==> src/rtl/spi_ram_pkg.sv <==
// Shared definitions for the SPI RAM controller: opcodes, FSM states and
// the opcode selection helper.
package spi_ram_pkg;

  localparam logic [7:0] CMD_READ  = 8'h03;
  localparam logic [7:0] CMD_WRITE = 8'h02;
  localparam int         CMD_BITS  = 32;

  typedef enum logic [1:0] {
    IDLE,
    CMD,
    DATA,
    DONE
  } state_t;

  function automatic logic [7:0] cmd_byte(input logic we);
    return we ? CMD_WRITE : CMD_READ;
  endfunction

endpackage

==> src/rtl/spi_shift_reg.sv <==
// Parallel-load shift register: MSB leaves first on serial_out, serial_in
// enters at the LSB. The low TAP_WIDTH bits are exposed for receive capture.
module spi_shift_reg #(
  parameter int WIDTH     = 48,
  parameter int TAP_WIDTH = 15
) (
  input  logic                 clk,
  input  logic                 rst_n,
  input  logic                 load,
  input  logic [WIDTH-1:0]     load_data,
  input  logic                 shift,
  input  logic                 serial_in,
  output logic                 serial_out,
  output logic [TAP_WIDTH-1:0] tap
);

  logic [WIDTH-1:0] data;

  always_ff @(posedge clk) begin
    if (!rst_n) begin
      data <= '0;
    end else if (load) begin
      data <= load_data;
    end else if (shift) begin
      data <= {data[WIDTH-2:0], serial_in};
    end
  end

  assign serial_out = data[WIDTH-1];
  assign tap        = data[TAP_WIDTH-1:0];

endmodule

==> src/rtl/spi_ram_ctrl.sv <==
// SPI RAM controller (mode 0): one read (03h) or write (02h) of DATA_BYTES
// bytes per request, 24-bit address, two clk cycles per SPI bit.
module spi_ram_ctrl
  import spi_ram_pkg::*;
#(
  parameter int DATA_BYTES = 2
) (
  input  logic                    clk,
  input  logic                    rst_n,
  input  logic                    req,
  input  logic                    we,
  input  logic [23:0]             addr,
  input  logic [8*DATA_BYTES-1:0] wdata,
  output logic                    ready,
  output logic                    done,
  output logic [8*DATA_BYTES-1:0] rdata,
  output logic                    spi_clk,
  output logic                    spi_mosi,
  output logic                    spi_select,
  input  logic                    spi_miso
);

  localparam int         DW            = 8 * DATA_BYTES;
  localparam int         TOTAL_BITS    = CMD_BITS + DW;
  localparam logic [5:0] LAST_CMD_BIT  = 6'(CMD_BITS - 1);
  localparam logic [5:0] LAST_BIT      = 6'(TOTAL_BITS - 1);

  state_t        state, state_next;
  logic          phase, phase_next;
  logic [5:0]    bit_cnt, bit_cnt_next;
  logic          we_r;
  logic [DW-1:0] rdata_r;

  logic          sr_load, sr_shift, sr_in, sr_out;
  logic [DW-2:0] sr_tap;
  logic [DW-1:0] wdata_wire;
  logic [DW-1:0] rx_word;
  logic [DW-1:0] rx_value;
  logic          last_read_bit;

  // The wire carries byte 0 first, so bytes are swapped into MSB-first order
  // before loading, and swapped back when a read completes.
  always_comb begin
    wdata_wire = '0;
    rx_value   = '0;
    rx_word    = {sr_tap, sr_in};
    for (int k = 0; k < DATA_BYTES; k++) begin
      wdata_wire[DW-1-8*k -: 8] = wdata[8*k +: 8];
      rx_value[8*k +: 8]        = rx_word[DW-1-8*k -: 8];
    end
  end

  assign sr_load  = (state == IDLE) && req;
  assign sr_shift = ((state == CMD) || (state == DATA)) && phase;
  assign sr_in    = (state == DATA) && !we_r && spi_miso;

  spi_shift_reg #(
    .WIDTH     (TOTAL_BITS),
    .TAP_WIDTH (DW - 1)
  ) u_shift (
    .clk        (clk),
    .rst_n      (rst_n),
    .load       (sr_load),
    .load_data  ({cmd_byte(we), addr, wdata_wire}),
    .shift      (sr_shift),
    .serial_in  (sr_in),
    .serial_out (sr_out),
    .tap        (sr_tap)
  );

  always_ff @(posedge clk) begin
    if (!rst_n) begin
      state   <= IDLE;
      phase   <= 1'b0;
      bit_cnt <= '0;
    end else begin
      state   <= state_next;
      phase   <= phase_next;
      bit_cnt <= bit_cnt_next;
    end
  end

  always_comb begin
    state_next   = state;
    phase_next   = phase;
    bit_cnt_next = bit_cnt;
    ready        = 1'b0;
    done         = 1'b0;
    spi_clk      = 1'b0;
    spi_select   = 1'b1;
    spi_mosi     = 1'b0;
    case (state)
      IDLE: begin
        ready        = 1'b1;
        phase_next   = 1'b0;
        bit_cnt_next = '0;
        if (req) state_next = CMD;
      end
      CMD, DATA: begin
        spi_select = 1'b0;
        spi_clk    = phase;
        spi_mosi   = (state == CMD || we_r) ? sr_out : 1'b0;
        phase_next = ~phase;
        if (phase) begin
          bit_cnt_next = bit_cnt + 6'd1;
          if (state == CMD && bit_cnt == LAST_CMD_BIT) state_next = DATA;
          if (state == DATA && bit_cnt == LAST_BIT)    state_next = DONE;
        end
      end
      DONE: begin
        done         = 1'b1;
        state_next   = IDLE;
        phase_next   = 1'b0;
        bit_cnt_next = '0;
      end
      default: state_next = IDLE;
    endcase
  end

  // The final MISO bit is folded in on the same edge that enters DONE so
  // rdata is already valid while done is high.
  assign last_read_bit = (state == DATA) && phase && (bit_cnt == LAST_BIT) && !we_r;

  always_ff @(posedge clk) begin
    if (!rst_n) begin
      we_r    <= 1'b0;
      rdata_r <= '0;
    end else begin
      if (sr_load)       we_r    <= we;
      if (last_read_bit) rdata_r <= rx_value;
    end
  end

  assign rdata = rdata_r;

endmodule

==> config.mk <==
export PLATFORM = sky130hd
export DESIGN_NAME = spi_ram_ctrl
export DESIGN_NICKNAME = d
export VERILOG_FILES = /design/src/rtl/spi_ram_pkg.sv /design/src/rtl/spi_shift_reg.sv /design/src/rtl/spi_ram_ctrl.sv
export SDC_FILE = /design/constraint.sdc
export NUM_CORES = 1
export LEC_CHECK = 0
export BUFFER_PORTS_ARGS = -buffer_cell sky130_fd_sc_hd__buf_2
export CORE_ASPECT_RATIO = 1.5
export CORE_UTILIZATION = 45
export DETAILED_ROUTE_END_ITERATION = 6
export GPL_TIMING_DRIVEN = 0
export PLACE_DENSITY = 0.74
export SLEW_MARGIN = 15
export SYNTH_ARGS = -nofsm -noshare
export SYNTH_HDL_FRONTEND = slang
export SYNTH_SLANG_ARGS = --single-unit
==> constraint.sdc <==
create_clock -name clk -period 1.5 [get_ports clk]
set_input_delay 0.3 -clock clk [delete_from_list [all_inputs] [get_ports clk]]
set_output_delay 0.3 -clock clk [all_outputs]
set_load 0.01 [all_outputs]
Yosys cells after proc, flatten, opt, wreduce, memory -nomap -nowiden
Index checks and enable logic that the tools add are counted.

Output and inout bits: 21. Logic and storage cells: 50. Bits in registers: 74. Input bits: 45.

Add/subtract/negate cells: 1. Bitwise operators: 1. Reduce and logical (&&, ||, !) cells: 17. Equal/unequal tests: 8. Mux-type cells: 17.

Operators by type and width (number): 48-bit 2-to-1 mux (2); 6-bit case mux with 2 select lines (1); 1-bit logical AND (9); 2-bit 2-to-1 mux (4); 1-bit 2-to-1 mux (7); 6-bit by 1-bit adder with 6-bit output (second input constant) (1); 6-bit by 5-bit == test with 1-bit output (second input constant) (1); 6-bit == test (second input constant) (1); 6-bit 2-to-1 mux (1); 2-bit case mux with 3 select lines (1); 2-bit == test (second input constant) (2); 2-bit inequality test (second input constant) (2); 2-bit OR reduction (2); 3-bit inequality test (second input constant) (1); 3-bit AND reduction (1); 2-bit by 1-bit == test with 1-bit output (second input constant) (1); 2-bit logical NOT (1); 1-bit logical OR (2); 1-bit case mux with 2 select lines (1); 2-bit nonzero test (1); 1-bit logical NOT (1); 1-bit inverter (1).

Logic depth before layout (Yosys ltp)
Gate-level depths: netlist of the first run.

Word-level depth: 6. Gate-level depth with buffers: 9. Mapped depth without buffers: 7.

Hierarchy
Synthesis of the first run repeated with hierarchy kept, for this count alone.

Cells, all modules: 343. Area, all modules: 3718.6 µm².

Modules (own cells, without submodules): spi_shift_reg (times used 1, seq. area each 960.9 µm², area each 2577.5 µm², cells an instance 227); spi_ram_ctrl (times used 1, seq. area each 520.5 µm², area each 1141.1 µm², cells an instance 116).

Worst setup path after synthesis of the first run
OpenSTA, ideal clock, no wires.

Path kind: reg2reg. From: register state[0]. To: register u_shift.data[12]. Clock period less this slack: 1.664 ns. Cell stages (with the launch flop): 8. Required time: 1.384 ns. Path buffers: 2. Slack: -0.164 ns. Arrival time: 1.548 ns. Setup time: 0.116 ns. Cell sequence: dfxtp_1 inv_1 ha_1 nand2_1 clkbuf_1 clkbuf_1 nand3_1 o211a_1.

Word-level cells in the longest chain between the ends: 4. Elaborated cells between the ends (all ways): 8. Those cells by class: eq/ne: 2; mux: 1; reduce/logical: 5.

RTL lines: from (decl) (line spi_ram_ctrl.sv:28) `state_t state, state_next;`; from (signal assigned) (line spi_ram_ctrl.sv:77) `state <= state_next;`; 2-bit by 1-bit == test with 1-bit output / 2-bit == test (equally long branches) (line spi_ram_ctrl.sv:54) `assign sr_shift = ((state == CMD) || (state == DATA)) && phase;`; 1-bit logical OR (line spi_ram_ctrl.sv:54); 1-bit logical AND (line spi_ram_ctrl.sv:54); 2-bit nonzero test (no line); to (signal assigned) (line spi_shift_reg.sv:23) `data <= load_data;`; to (signal assigned) (line spi_shift_reg.sv:25) `data <= {data[WIDTH-2:0], serial_in};`; to (decl) (line spi_shift_reg.sv:17) `logic [WIDTH-1:0] data;`.

Parallel ways exist; a longest one is shown, timed or not. A chain may end at the register's enable or synchronous reset.

Worst setup path after layout of the first run
From: register state[0]. To: output port spi_clk.

Word-level cells in the longest chain between the ends: 3. Elaborated cells between the ends (all ways): 4. Those cells by class: eq/ne: 2; mux: 1; reduce/logical: 1.

RTL lines: 2-bit by 1-bit == test with 1-bit output / 2-bit == test (equally long branches) (line spi_ram_ctrl.sv:92) `case (state)`; 2-bit OR reduction * (line spi_ram_ctrl.sv:92); 1-bit 2-to-1 mux * (line spi_ram_ctrl.sv:92); to (decl) (line spi_ram_ctrl.sv:17) `output logic spi_clk,`.

Mark *: on every way between the ends. The rest lies on a longest branch, timed or not.

==> run_results.csv, run 1 <==
group,metric,value,unit
run_status,status,"finished with violations",
run_status,violations,"design-rule violations, negative setup slack",
cts,clk_latency,360,ps
detailed_routing,ant_nets,0,
placement,gp_congestion,0.779,
worst_setup_path,cpMostUsedCell,"inv_4",
placement,dp_slack,-303,ps
sta,finalCritPeriodShare,1.13,
grt,grt_pass1_vias,2797,
sta,tightestPinTransition,458,ps
power_and_ir_drop,ir_drop,0.00116,V
worst_setup_path,cp-end-kind,"output pin",
sta,hold_viol_final,0,
layout,stdcell_count,565,
synthesis,synth_nets,440,
detailed_routing,drtIter0Drc,126,
sta,max_freq,0.591,GHz
worst_setup_path,cp_max_fo,3,
sta,finClkSkew,10.2,ps
worst_setup_path,required,1200,ps
synthesis,seq_area_frac_synth,0.458,
detailed_routing,drtPass1Iterations,7,
layout,syn_to_final_growth,36.2,%
synthesis,async_flop_share,0,
cts,clock_sinks,74,
power_and_ir_drop,p_per_area,1470,nW/um^2
layout,fin_area,4410,sq um
grt,grt_max_degree,12,
sta,maxSlewViolCount,0,
detailed_routing,totalWireLength,8390,um
floorplanning,coreArea,6900,sq um
worst_setup_path,cp.buffers_inverters,4,
cts,cts_hold_buf,0,
synthesis,synth_cells,390,
layout,insertedDiodeCount,0,
grt,antenna_found_initial,0,
placement,portBuffers,64,
cts,htreeDepth,3,
sta,hold-worst-slack,182,ps
detailed_routing,routed_via_density,5.33,
synthesis,synthAdderAreaFrac,0.0193,
cts,cts-root-buf,"clkbuf_8",
synthesis,synth-edff-count,0,
synthesis,muxShareOfSynthArea,0.00928,
synthesis,synthXorXnorAreaFrac,0.0108,
synthesis,yosys.area_share.simple,0.259,
sta,max_slew_margin,0.694,
sta,setup_viol,42,
cts,clk_path_buf_depth,2,
synthesis,synth_compound_area_frac,0.192,
placement,place_inst,532,
floorplanning,std_cell_rows,37,
cts,tritoncts,"done",
layout,regArea,1490,sq um
power_and_ir_drop,power,6.48,mW
sta,tns,-4340,ps
synthesis,synthFlopType,"dfxtp_1",
layout,drive_gt1_frac,0.345,
synthesis,ys_seq_elements,74,
worst_setup_path,cp_top_family,"flip-flops",
layout,fin_util,0.639,
floorplanning,initial_utilization,0.469,
layout,nets,532,
worst_setup_path,crit_chain,"inv_4 -> ha_4 -> nand2_4 -> inv_4 -> buf_8 -> buf_6",
synthesis,synth_top_family_by_area,"simple AND/OR/NAND/NOR gates",
worst_setup_path,path_class,"flop to output pin",
layout,layout_common_cells,"111 x nand2_1, 72 x dfxtp_1, 64 x buf_2",
floorplanning,die_width,71.3,um
grt,grt.overflow.total,0,
grt,grt_pass1_wl,13000,um
layout,fillCellCount,590,
floorplanning,dieArea,7540,sq um
layout,layout_commonest_cell,"nand2_1",
power_and_ir_drop,power_leakage,2.23,nW
synthesis,yosysTopAreaCell,"dfxtp_1",
detailed_routing,vias,3009,
cts,cts_made_buffers,9,
floorplanning,fp.dieH,106,um
worst_setup_path,start_kind,"flop",
detailed_routing,wl_per_cell,14.8,um
synthesis,ys_top_cells_by_area,"dfxtp_1 46%, nand2_1 16%, o211a_1 13%, nand3_1 6.6%, a21boi_1 2.6%",
worst_setup_path,arrival,1390,ps
synthesis,synth_top_area_frac,0.458,
hold_path,hold_path.class,"input port to flop",
sta,rsz0062_at_grt,"true",
synthesis,yosysWarningCount,0,
synthesis,synth_area_per_cell,8.30,sq um
flow_run,maxCapViolCount,0,
placement,place_area,3690,sq um
worst_setup_path,cpMaxStageDelayCell,"dfxtp_4",
sta,finalCriticalPeriod,1690,ps
floorplanning,io_pins,66,
synthesis,syn_area,3240,sq um
placement,dp_hpwl,5430,um
detailed_routing,drc,6,
layout,multi_input_area,1830,sq um
sta,fin_ws,-192,ps
grt,track_usage,0.221,
synthesis,synth_cell_types,30,
cts,path_clk_slew,80,ps
worst_setup_path,max_stage_delay,380,ps
## Yosys cell counts, types with 2 or more instances
| cell | n |
|---|---|
| mux2i_1 | 3 |
| a21boi_0 | 6 |
| buf_2 | 6 |
| a31oi_1 | 2 |
| o21ai_0 | 2 |
| o211a_1 | 41 |
| nor2_1 | 7 |
| buf_1 | 2 |
| or3_1 | 2 |
| inv_1 | 6 |
| a21boi_1 | 11 |
| nand2_1 | 136 |
| ha_1 | 5 |
| nand3b_1 | 2 |
| xor2_1 | 3 |
| nand3_1 | 43 |
| a21oi_1 | 8 |
| clkbuf_1 | 18 |
| buf_6 | 3 |
| dfxtp_1 | 74 |
## area by class of cell
class	instances	share of cell area
Inverter	6	0.00738
Clock buffer	14	0.0369
Sequential cell	74	0.338
Multi-Input combinational cell	280	0.415
Buffer	29	0.0533
Tap cell	78	0.0221
Timing Repair Buffer	82	0.120
Clock inverter	2	0.00795
## sequential cells by signal (all words and copies together), names as in the netlist
| name | flops |
|---|---|
| bit_cnt | 6 |
| phase | 1 |
| rdata | 16 |
| state | 2 |
| u_shift.data | 48 |
| we_r | 1 |
## worst register-to-register path: cells and delay by family (launching register included)
family                     cells  cell delay, ps
adders and majority gates      1             130
DFF                            1             370
and+or+nand+nor                3             740
AOI/OAI and AO/OA              1              50
buffers and inverters          2             280
## cell families (layout without fill, tap and decap cells)
group	count (synthesis)	in the layout
AND/OR/NAND/NOR	195	195
multiplexers	3	3
AO/OA/AOI/OAI	73	73
flip-flops	74	74
adder cells (fa/ha/maj)	5	5
XOR/XNOR	4	4
buffers and inverters	36	133
## per-layer routing
| metal | track usage | share of wire | vias to the layer above |
|---|---|---|---|
| met5 | 0 | 0 | - |
| met4 | 0.0814 | 0.019 | 0 |
| met3 | 0.0631 | 0.039 | 10 |
| met2 | 0.397 | 0.54 | 69 |
| met1 | 0.242 | 0.40 | 1420 |
| li1 | - | - | 1510 |
## repair_timing
action,4_1_cts,5_1_grt
cloned,1,0
pin swaps,13,36
buffers inserted,13,5
setup endpoints to repair,67,67
resized for setup,58,65
## power breakdown
part / switching, mW / internal, mW
combinational: 1.20 / 1.13
sequential: 0.263 / 2.33
clock: 0.709 / 0.859
## worst paths after layout
check / from / endpoint / slack, ps / depth (start not counted)
worst max register to register: state[1] / rdata[8] / -170 / 7
worst min register to register: rdata[12] / rdata[12] / 450 / 2
worst max-delay path: state[0] / spi_clk / -190 / 6
worst min-delay path: wdata[11] / u_shift.data[3] / 180 / 2
(Power assumes the default switching activity.)
==> run 2, diff against run 1 <==
PLACE_DENSITY = 0.72   (was 0.74)
RECOVER_POWER = 50   (was not set)
SLEW_MARGIN = 20   (was 15)
clock period = 1.79 ns   (was 1.5 ns; I/O delays follow)
==> run_results.csv, run 2 (synthesis results as in run 1) <==
group,metric,value,unit
sta,fin_ws,21.0,ps
floorplanning,coreArea,6900,sq um
placement,gp_congestion,0.843,
power_and_ir_drop,p_per_area,1250,nW/um^2
placement,dp_slack,-282,ps
floorplanning,die_width,71.3,um
layout,stdcell_count,558,
worst_setup_path,arrival,1410,ps
sta,tightestPinTransition,454,ps
layout,regMostFlops,"u_shift.data",
worst_setup_path,path_class,"flop to output pin",
power_and_ir_drop,power_leakage,2.01,nW
floorplanning,io_pins,66,
grt,track_usage,0.212,
worst_setup_path,required,1430,ps
floorplanning,dieArea,7540,sq um
grt,grt_pass1_wl,12500,um
worst_setup_path,start_kind,"flop",
worst_setup_path,cp-end-kind,"output pin",
hold_path,whs_endpoint,"u_shift.data[27]",
detailed_routing,ant_nets,0,
worst_setup_path,worstReg2RegStart,"state[1]",
sta,finalCriticalPeriod,1770,ps
sta,finalCritPeriodShare,0.988,
cts,clock_sinks,74,
grt,grt_pass1_vias,2882,
layout,layout_common_cells,"135 x nand2_1, 72 x dfxtp_1, 68 x buf_2",
cts,cts-root-buf,"clkbuf_8",
detailed_routing,drtPass1Iterations,6,
cts,path_clk_slew,80,ps
detailed_routing,totalWireLength,7450,um
grt,antenna_found_initial,0,
placement,place_inst,532,
layout,layout_commonest_cell,"nand2_1",
sta,max_freq,0.565,GHz
cts,tritoncts,"done",
sta,rsz0062_at_grt,"true",
run_status,violations,"design-rule violations",
placement,place_area,3650,sq um
layout,largest_reg_flops,48,
grt,grt.overflow.total,0,
power_and_ir_drop,power,5.03,mW
layout,drive_gt1_frac,0.242,
grt,grt_max_degree,12,
layout,fin_area,4010,sq um
detailed_routing,drtIter0Drc,161,
layout,fin_util,0.581,
sta,hold-worst-slack,249,ps
sta,tns,0,ps
floorplanning,std_cell_rows,37,
hold_path,min_from,"addr[11]",
placement,dp_hpwl,5390,um
layout,nets,525,
detailed_routing,vias,2934,
placement,portBuffers,64,
worst_setup_path,cp_max_fo,4,
power_and_ir_drop,ir_drop,0.000737,V
cts,clk_path_buf_depth,2,
layout,insertedDiodeCount,0,
sta,hold_viol_final,0,
detailed_routing,routed_via_density,5.26,
cts,clk_latency,340,ps
worst_setup_path,r2r_slack,70,ps
hold_path,min_delay_path_depth,2,
run_status,status,"finished with violations",
worst_setup_path,worst-r2r-cell-count,8,
layout,syn_to_final_growth,23.8,%
sta,setup_viol,0,
sta,maxSlewViolCount,0,
hold_path,hold_path.class,"input port to flop",
detailed_routing,wl_per_cell,13.4,um
detailed_routing,drc,3,
worst_setup_path,worstReg2RegEnd,"rdata[10]",
sta,finClkSkew,8.34,ps
floorplanning,fp.dieH,106,um
sta,max_slew_margin,0.697,
floorplanning,initial_utilization,0.469,
cts,htreeDepth,3,
cts,cts_made_buffers,9,
flow_run,maxCapViolCount,0,
## run 2: cell types whose count changed in the layout (fill, tap and decap cells not counted), moves of 8 or more
cell | before | now
nand2_2 | 16 | 0
nand3_2 | 8 | 0
buf_6 | 19 | 5
nand3_1 | 35 | 43
nand2_1 | 111 | 135
nand2_4 | 9 | 1
## run 2: per-layer routing
metal  up-vias  global-route usage  wire length, um
li1       1495                   -                -
met4         0              0.0871              152
met5         -                   0                0
met3        12              0.0583              354
met1      1360               0.234             3140
met2        67               0.376             3810
## run 2: worst max path at each step
stage / from / end / slack [ps] / cells past startpoint
floorplan: state[0] / u_shift.data[12] / 130 / 7
global placement: state[0] / spi_clk / -250 / 6
global route: state[1] / rdata[7] / -20 / 7
CTS: state[0] / spi_clk / 0.5 / 6
finish: state[0] / spi_mosi / 20 / 5
detailed placement: state[0] / spi_clk / -280 / 6
## run 2: cell type report
type                    count  area (sq um)
fillers                   636          2890
multi-input cells         280          1630
flip-flops and latches     74          1490
repair buffers             74           405
plain buffers              30           168
clock buffers              14           163
well taps                  78          97.6
clock inverters             2          35.0
inverters                   6          27.5
## run 2: where the power goes
group / switching (mW) / internal (mW) / total (mW) / leakage, nW
Combinational: 0.871 / 0.715 / 1.59 / 1.30
Sequential: 0.183 / 1.95 / 2.13 / 0.608
Clock: 0.591 / 0.721 / 1.31 / 0.101
## run 2: worst max-delay path: stages, from the launching register on
cell and delay [ps]:
dfxtp_4 370, inv_4 50, ha_4 280, buf_6 110
o211a_1 130, buf_2 120
## run 2: timing repair
item                                    in CTS  in global routing
endpoints found under the setup margin      50                 54
resized for setup                           12                 19
pin swaps                                    1                  4
buffers inserted                             5                  5
hold buffers                                 0                  0
endpoints found under the hold margin        0                  0
==> run 3, diff against run 2 <==
CELL_PAD_IN_SITES_DETAIL_PLACEMENT = 1   (was not set)
CELL_PAD_IN_SITES_GLOBAL_PLACEMENT = 2   (was not set)
CORE_UTILIZATION = 32   (was 45)
PLACE_DENSITY = 0.83   (was 0.72)
==> run_results.csv, run 3 (synthesis results as in run 1) <==
group,metric,value,unit
cts,cts_hold_buf,0,
layout,syn_to_final_growth,28.1,%
power_and_ir_drop,p_per_area,1330,nW/um^2
cts,clk_path_buf_depth,2,
floorplanning,fp.dieH,125,um
cts,tritoncts,"done",
grt,grt_max_degree,12,
run_status,status,"finished with violations",
cts,cts_made_buffers,9,
grt,grt.overflow.total,0,
sta,tightestPinTransition,493,ps
detailed_routing,drc,8,
layout,regMostFlops,"u_shift.data",
grt,grt_pass1_vias,3079,
detailed_routing,ant_nets,0,
cts,htreeDepth,3,
cts,cts-root-buf,"clkbuf_16",
detailed_routing,totalWireLength,9000,um
worst_setup_path,worst-r2r-cell-count,7,
layout,nets,525,
detailed_routing,routed_via_density,5.04,
worst_setup_path,cp-end-kind,"output pin",
layout,drive_gt1_frac,0.242,
sta,maxSlewViolCount,0,
layout,fillCellCount,1193,
hold_path,min_from,"addr[9]",
sta,finClkSkew,6.53,ps
grt,antenna_found_initial,0,
power_and_ir_drop,ir_drop,0.000586,V
worst_setup_path,required,1430,ps
placement,dp_slack,-382,ps
run_status,violations,"design-rule violations",
layout,largest_reg_flops,48,
floorplanning,die_width,84.1,um
detailed_routing,wl_per_cell,15.1,um
hold_path,hold_path.class,"input port to flop",
cts,path_clk_slew,60,ps
detailed_routing,vias,2993,
worst_setup_path,cp_max_fo,8,
power_and_ir_drop,power_leakage,2.05,nW
worst_setup_path,path_class,"flop to output pin",
sta,max_freq,0.564,GHz
grt,grt_pass1_wl,14700,um
placement,dp_hpwl,6480,um
floorplanning,initial_utilization,0.332,
layout,insertedDiodeCount,0,
sta,rsz0062_at_grt,"true",
flow_run,maxCapViolCount,0,
detailed_routing,drtPass1Iterations,7,
worst_setup_path,worstReg2RegEnd,"rdata[8]",
sta,finalCritPeriodShare,0.991,
layout,layout_commonest_cell,"nand2_1",
worst_setup_path,worstReg2RegStart,"bit_cnt[0]",
sta,fin_ws,16.2,ps
floorplanning,io_pins,66,
sta,setup_viol,0,
sta,finalCriticalPeriod,1770,ps
layout,layout_common_cells,"135 x nand2_1, 72 x dfxtp_1, 69 x buf_2",
floorplanning,std_cell_rows,44,
worst_setup_path,crit_start,"state[0]",
cts,clk_latency,330,ps
placement,gp_congestion,0.737,
sta,hold_viol_final,0,
floorplanning,dieArea,10500,sq um
placement,portBuffers,64,
grt,track_usage,0.177,
power_and_ir_drop,power,5.54,mW
sta,tns,0,ps
cts,clock_sinks,74,
worst_setup_path,r2r_slack,80,ps
sta,max_slew_margin,0.671,
floorplanning,coreArea,9740,sq um
hold_path,min_delay_path_depth,2,
worst_setup_path,arrival,1420,ps
detailed_routing,drtIter0Drc,113,
hold_path,whs_endpoint,"u_shift.data[25]",
worst_setup_path,start_kind,"flop",
## run 3: cell types whose count changed in the layout (fill, tap and decap cells not counted), sizes merged
cell    before  now
clkinv       1    2
clkbuf      33   32
buf         85   84
## run 3: report_power, final
part / total [mW] / internal, mW / switching (mW)
clock: 1.76 / 1.10 / 0.657
sequential: 2.14 / 1.95 / 0.190
combinational: 1.64 / 0.728 / 0.908
total: 5.54 / 3.78 / 1.76
## run 3: critical path, stage by stage, from the launching register on
cell	delay, ps
dfxtp_2	350
inv_4	50
ha_4	280
nand2_4	70
inv_4	90
clkbuf_16	150
buf_6	100
## run 3: how the worst max path moves through the flow
stage	slack (ps)	to
2_1_floorplan	130	u_shift.data[12]
3_3_place_gp	-330	spi_clk
3_5_place_dp	-380	spi_clk
4_1_cts	-5	spi_clk
5_1_grt	-40	spi_mosi
6_report	20	spi_clk
## run 3: timing repair
action | in CTS | in global routing
endpoints found under the setup margin | 60 | 43
gates cloned | 0 | 0
buffers inserted | 4 | 6
resized for setup | 21 | 8
pin swaps | 3 | 4
## run 3: stage by stage
step / utilization / cells / hold WS (ps) / area (sq um)
after global placement: 0.380 / 569 / 439 / 3700
after detailed placement: 0.380 / 569 / 447 / 3700
after floorplan: - / 390 / 432 / 3240
after global routing: 0.426 / 594 / 263 / 4150
final: 0.426 / 594 / 262 / 4150
after CTS: 0.420 / 588 / 256 / 4090
## run 3: final cells by class
cell class              count  area, sq um  area share
plain buffers              30          178      0.0428
clock buffers              12          246      0.0594
clock inverters             3         40.0     0.00965
inverters                   6         27.5     0.00664
multi-input cells         280         1630       0.392
flip-flops and latches     74         1480       0.358
well taps                 115          144      0.0347
repair buffers             74          402      0.0968
## run 3: layer usage
layer  wire length [um]  track usage  vias to the layer above
met4                143       0.0639                        0
met3                290       0.0396                       10
li1                   -            -                     1497
met2               4750        0.324                       44
met1               3820        0.199                     1442
met5                  0            0                        -
